### src/rtl/series_mux_pkg.sv
// Shared constants and types for the series mux arbiter.
package series_mux_pkg;

  localparam int N_REQ_DEFAULT  = 8;
  localparam int DATA_W_DEFAULT = 8;

  // Output register occupancy: EMPTY means out_valid is low.
  typedef enum logic {
    EMPTY = 1'b0,
    FULL  = 1'b1
  } state_t;

endpackage : series_mux_pkg

### src/rtl/rr_priority_pick.sv
// Rotating-priority search: the first set bit of req at or above ptr wins,
// wrapping from N-1 back to 0.
module rr_priority_pick #(
  parameter int N     = 8,
  parameter int IDX_W = $clog2(N)
) (
  input  logic [N-1:0]     req,
  input  logic [IDX_W-1:0] ptr,
  output logic [N-1:0]     gnt_onehot,
  output logic [IDX_W-1:0] gnt_idx,
  output logic             any_req
);

  int idx;

  // Walk N positions starting at ptr; the first requester seen takes the grant.
  always_comb begin
    // NOTE: every combinational output gets a default first, so no path leaves
    // it unassigned and no latch is inferred.
    gnt_onehot = '0;
    gnt_idx    = '0;
    any_req    = 1'b0;
    idx        = 0;
    for (int k = 0; k < N; k++) begin
      idx = int'(ptr) + k;
      if (idx >= N) idx = idx - N;
      if (!any_req && req[idx]) begin
        any_req         = 1'b1;
        gnt_idx         = IDX_W'(idx);
        gnt_onehot[idx] = 1'b1;
      end
    end
  end

endmodule : rr_priority_pick

### src/rtl/series_mux_arbiter.sv
// N-to-1 round-robin arbiter feeding a single registered output stage.
// A word is accepted and the previous one released in the same cycle, so
// sustained throughput is one word per clock with one cycle of latency.
module series_mux_arbiter
  import series_mux_pkg::*;
#(
  parameter int N_REQ  = N_REQ_DEFAULT,
  parameter int DATA_W = DATA_W_DEFAULT,
  parameter int SRC_W  = $clog2(N_REQ)
) (
  input  logic                    clk,
  input  logic                    rst_n,
  input  logic [N_REQ-1:0]        req_valid,
  input  logic [N_REQ*DATA_W-1:0] req_data,
  output logic [N_REQ-1:0]        req_ready,
  output logic                    out_valid,
  output logic [DATA_W-1:0]       out_data,
  output logic [SRC_W-1:0]        out_src,
  input  logic                    out_ready
);

  state_t            state;
  state_t            state_nxt;
  logic [SRC_W-1:0]  ptr;
  logic [N_REQ-1:0]  gnt_onehot;
  logic [SRC_W-1:0]  gnt_idx;
  logic              any_req;
  logic              load;
  logic              take;
  logic [DATA_W-1:0] win_data;

  rr_priority_pick #(
    .N     (N_REQ),
    .IDX_W (SRC_W)
  ) u_pick (
    .req        (req_valid),
    .ptr        (ptr),
    .gnt_onehot (gnt_onehot),
    .gnt_idx    (gnt_idx),
    .any_req    (any_req)
  );

  // The output register can take a new word when empty or being drained.
  // rst_n gates the grant because state already reads EMPTY during reset.
  always_comb begin
    load      = (state == EMPTY) || out_ready;
    take      = load && any_req && rst_n;
    req_ready = take ? gnt_onehot : '0;
    win_data  = req_data[int'(gnt_idx)*DATA_W +: DATA_W];
    out_valid = (state == FULL);
  end

  // Next state: fill on a handshake, empty when drained with nothing waiting.
  always_comb begin
    state_nxt = state;
    if (load) state_nxt = any_req ? FULL : EMPTY;
  end

  // State register.
  always_ff @(posedge clk or negedge rst_n) begin
    // NOTE: sequential state uses non-blocking assignments so every register
    // samples pre-edge values, independent of block ordering.
    if (!rst_n) state <= EMPTY;
    else        state <= state_nxt;
  end

  // Output payload, source index and round-robin pointer move only on a handshake.
  always_ff @(posedge clk or negedge rst_n) begin
    // NOTE: these are plain registers, not a memory, so all of them are reset.
    if (!rst_n) begin
      out_data <= '0;
      out_src  <= '0;
      ptr      <= '0;
    end else if (take) begin
      out_data <= win_data;
      out_src  <= gnt_idx;
      ptr      <= (gnt_idx == SRC_W'(N_REQ - 1)) ? '0 : gnt_idx + 1'b1;
    end
  end

endmodule : series_mux_arbiter

### config.mk
export PLATFORM = sky130hd
export DESIGN_NAME = series_mux_arbiter
export DESIGN_NICKNAME = d
export VERILOG_FILES = /design/src/rtl/series_mux_pkg.sv /design/src/rtl/rr_priority_pick.sv /design/src/rtl/series_mux_arbiter.sv
export SDC_FILE = /design/constraint.sdc
export NUM_CORES = 1
export LEC_CHECK = 0
export ABC_AREA = 1
export ABC_CLOCK_PERIOD_IN_PS = 5600
export BUFFER_PORTS_ARGS = -buffer_cell sky130_fd_sc_hd__buf_2
export CELL_PAD_IN_SITES_DETAIL_PLACEMENT = 2
export CELL_PAD_IN_SITES_GLOBAL_PLACEMENT = 2
export CORE_ASPECT_RATIO = 1.75
export CORE_MARGIN = 2
export CORE_UTILIZATION = 28
export CTS_CLUSTER_SIZE = 14
export DETAILED_ROUTE_END_ITERATION = 6
export PLACE_DENSITY_LB_ADDON = 0.1
export SYNTH_ARGS = -nofsm -noshare
export SYNTH_HDL_FRONTEND = slang
export SYNTH_SLANG_ARGS = --single-unit
export TNS_END_PERCENT = 5
### constraint.sdc
create_clock -name clk -period 5.6 [get_ports clk]
set_input_delay 0.28 -clock clk [delete_from_list [all_inputs] [get_ports clk]]
set_output_delay 0.28 -clock clk [all_outputs]
set_load 0.02 [all_outputs]
==> flow_metrics.tcl <==
set metrics [dict create \
    synth_fa_ha_area_share_pct 4.388 \
    hpwl_microns 11060 \
    slew_headroom_pct 58.40 \
    dr_total_vias 3638 \
    clock_skew_ps 2.888 \
    grt_max_degree 36 \
    critical_path.most_common_cell "inv_2" \
    nets 635 \
    avgSynthCellArea_sq_um 6.080 \
    synthTopCellsByArea "nand2_1 19%, nand3_1 19%, dfrtp_1 13%" \
    htreeDepth 1 \
    grt.overflow.total 0 \
    antenna_found_initial 0 \
    place.gp.congestion 0.8827 \
    synth.most_common_cell "nand2_1" \
    grt_pass1_vias 4058 \
    drive_above_1_share_pct 28.42 \
    synthCells 469 \
    synth_compound_gate_area_share_pct 10.88 \
    grtUsageMet1_pct 23.10 \
    setup_tns_ps 0 \
    synth_seq_cells 15 \
    dr.pass1.iters 4 \
    n_antenna_cell 0 \
    start_util_pct 28.78 \
    synth_edf_count 0 \
    synth_nets 554 \
    finalHoldViolCount 0 \
    cp_data_required_time_ps 5320 \
    drtAntennaViolNets 0 \
    period_share_pct 80.60 \
    io_pins 95 \
    async_flop_share_pct 100.0 \
    use_met2_pct 52.04 \
    syn-cell-area_sq_mm 0.002851 \
    clock_latency_ps 250 \
    yosysUniqueCellTypes 39 \
    synthSimpleGateAreaFrac_pct 61.39 \
    path_clk_slew_ps 50 \
    cts_buffers 3 \
    worstPathMaxFanout 19 \
    ys_warn_count 0 \
    synth_ff_type "dfrtp_1" \
    synth_mux_area_share_pct 0 \
    grt_usage_pct 25.09 \
    grt-busiest-layer "met2" \
    grt_pass1_wl_microns 21080 \
    wirelength_microns 13480 \
    post-place-ws_ps 1290 \
    crit_buf_inv 7 \
    cp_top_family "buffers and inverters" \
    routed_via_density 5.398 \
    cts_resized 0 \
    dieArea_sq_mm 0.01104 \
    core.rowCount 48 \
    setup.worst_path.class "flip-flop to primary output" \
    synth_top_family_by_area "simple AND/OR/NAND/NOR gates" \
    first_iter_violations 125 \
    io_buffer_count 94 \
    synth_xor_area_share_pct 0 \
    worstPathCellList "inv_2 > ha_1 > inv_2 > nand3_2 > nand2_1 > nor2_1 > a31oi_4 > inv_2 > nor2_8 > nand3_1 > nand2_1 > inv_2 > nand2_2 > inv_2 > o21ai_1 > inv_1 > buf_2" \
    grtUsageMet3_pct 2.031 \
    start_kind "flip-flop" \
    synth_common_cells "147 x nand2_1, 108 x nand3_1, 24 x inv_1, 23 x nor2_1, 16 x nor3_1" \
    setup_viol_count_final 0 \
    hold_buffers 1 \
    coreArea_sq_mm 0.009910 \
    cts_root_buffer "clkbuf_16" \
    critPathCaptureType "primary output" \
    cts.sinks 15 \
    synth_top_cell_by_area "nand2_1" \
    rsz0062_at_grt "no" \
    ys_seq_area_share_pct 13.16 \
    min_period_ps 4514 \
    clockBufferDepth 2 \
    netlist.area_leader.share_pct 19.35 \
    syn2layout_area_growth_pct 20.67 \
    cts_tree "done" \
    drc_errors 0 \
    maxClockFrequency_mhz 221.6 \
    status "finished, final reports clean" \
    fp.dieH_microns 137.5 \
    slowest_delay_ps 600 \
    arrival_ps 4230 \
    post_cts_buffers 0 \
    wl_per_cell_microns 20.00 \
    setup_slack_ps 1086 \
    cpMaxStageDelayCell "dfrtp_1" \
    drv_slew 0 \
    drv_cap 0 \
    tightest_slew_ps 624.0 \
    hp-class "primary input to flip-flop" \
    die_w_microns 80.29 \
]
-- flip-flops by register name, indices dropped and copies added (netlist names), named ones only --
register,count
out_valid,1
ptr,2
out_src,3
out_data,8
-- cells in the final DEF (no fill, tap or decap), types with 5 or more instances in the layout --
master / instances
a21oi_1: 11
a31oi_1: 5
buf_2: 94
dfrtp_1: 15
ha_1: 10
inv_1: 24
inv_2: 11
nand2_1: 147
nand2_2: 6
nand3_1: 108
nand3_2: 14
nor2_1: 23
nor2_4: 6
nor3_1: 16
o21ai_0: 10
o21ai_1: 6
-- stage by stage --
stage               area [sq um]  std cells  hold slack, ps  utilization (%)
finish                      3441        674           301.8            34.72
global route                3441        674           333.0            34.72
CTS                         3441        674           310.2            34.72
detailed placement          3351        669           229.1            33.81
global placement            3351        669           226.9            33.81
floorplan                   2851        469          -15.59                -
-- routing by layer --
layer,vias to the layer above,wire (microns)
met5,-,0
met4,0,705
met3,34,319
met2,93,7895
met1,1754,4556
li1,1757,-
-- path summary, 6_finish.rpt --
path	start	end	slack, ps	cells past startpoint
worst max-delay path	ptr[1]	req_ready[5]	1090	17
worst min-delay path	out_ready	out_valid	300	4
worst max register to register	ptr[1]	ptr[1]	1370	16
worst min register to register	out_data[6]	out_data[6]	470	2
max in group asynchronous	rst_n	ptr[1]	4790	2
min in group asynchronous	rst_n	out_valid	510	2
-- worst register-to-register path: cells and delay by family, from the launching register on --
kind,cells,cell delay [ps]
DFF,1,600
adders and majority gates,2,1110
and+or+nand+nor,9,1520
AOI/OAI and AO/OA,2,260
buffers and inverters,3,600
-- final cells by class --
class	instances	area [sq um]
inverter	38	147.6
clock buffer	3	75.07
clock inverter	1	5.005
sequential	15	375.4
fill	1344	6469
tap	125	156.4
timing repair buffer	97	495.5
multi-input combinational	395	2186
-- logic make-up (layout without fill, tap and decap cells) --
logic type      after synthesis  after routing
simple gates                338            338
buf+inv                      59            139
compound gates               47             47
flops                        15             15
fa+ha+maj                    10             10
Power is not shown: default switching activity piles up to over one toggle a cycle in this logic, so the estimate is an artifact.
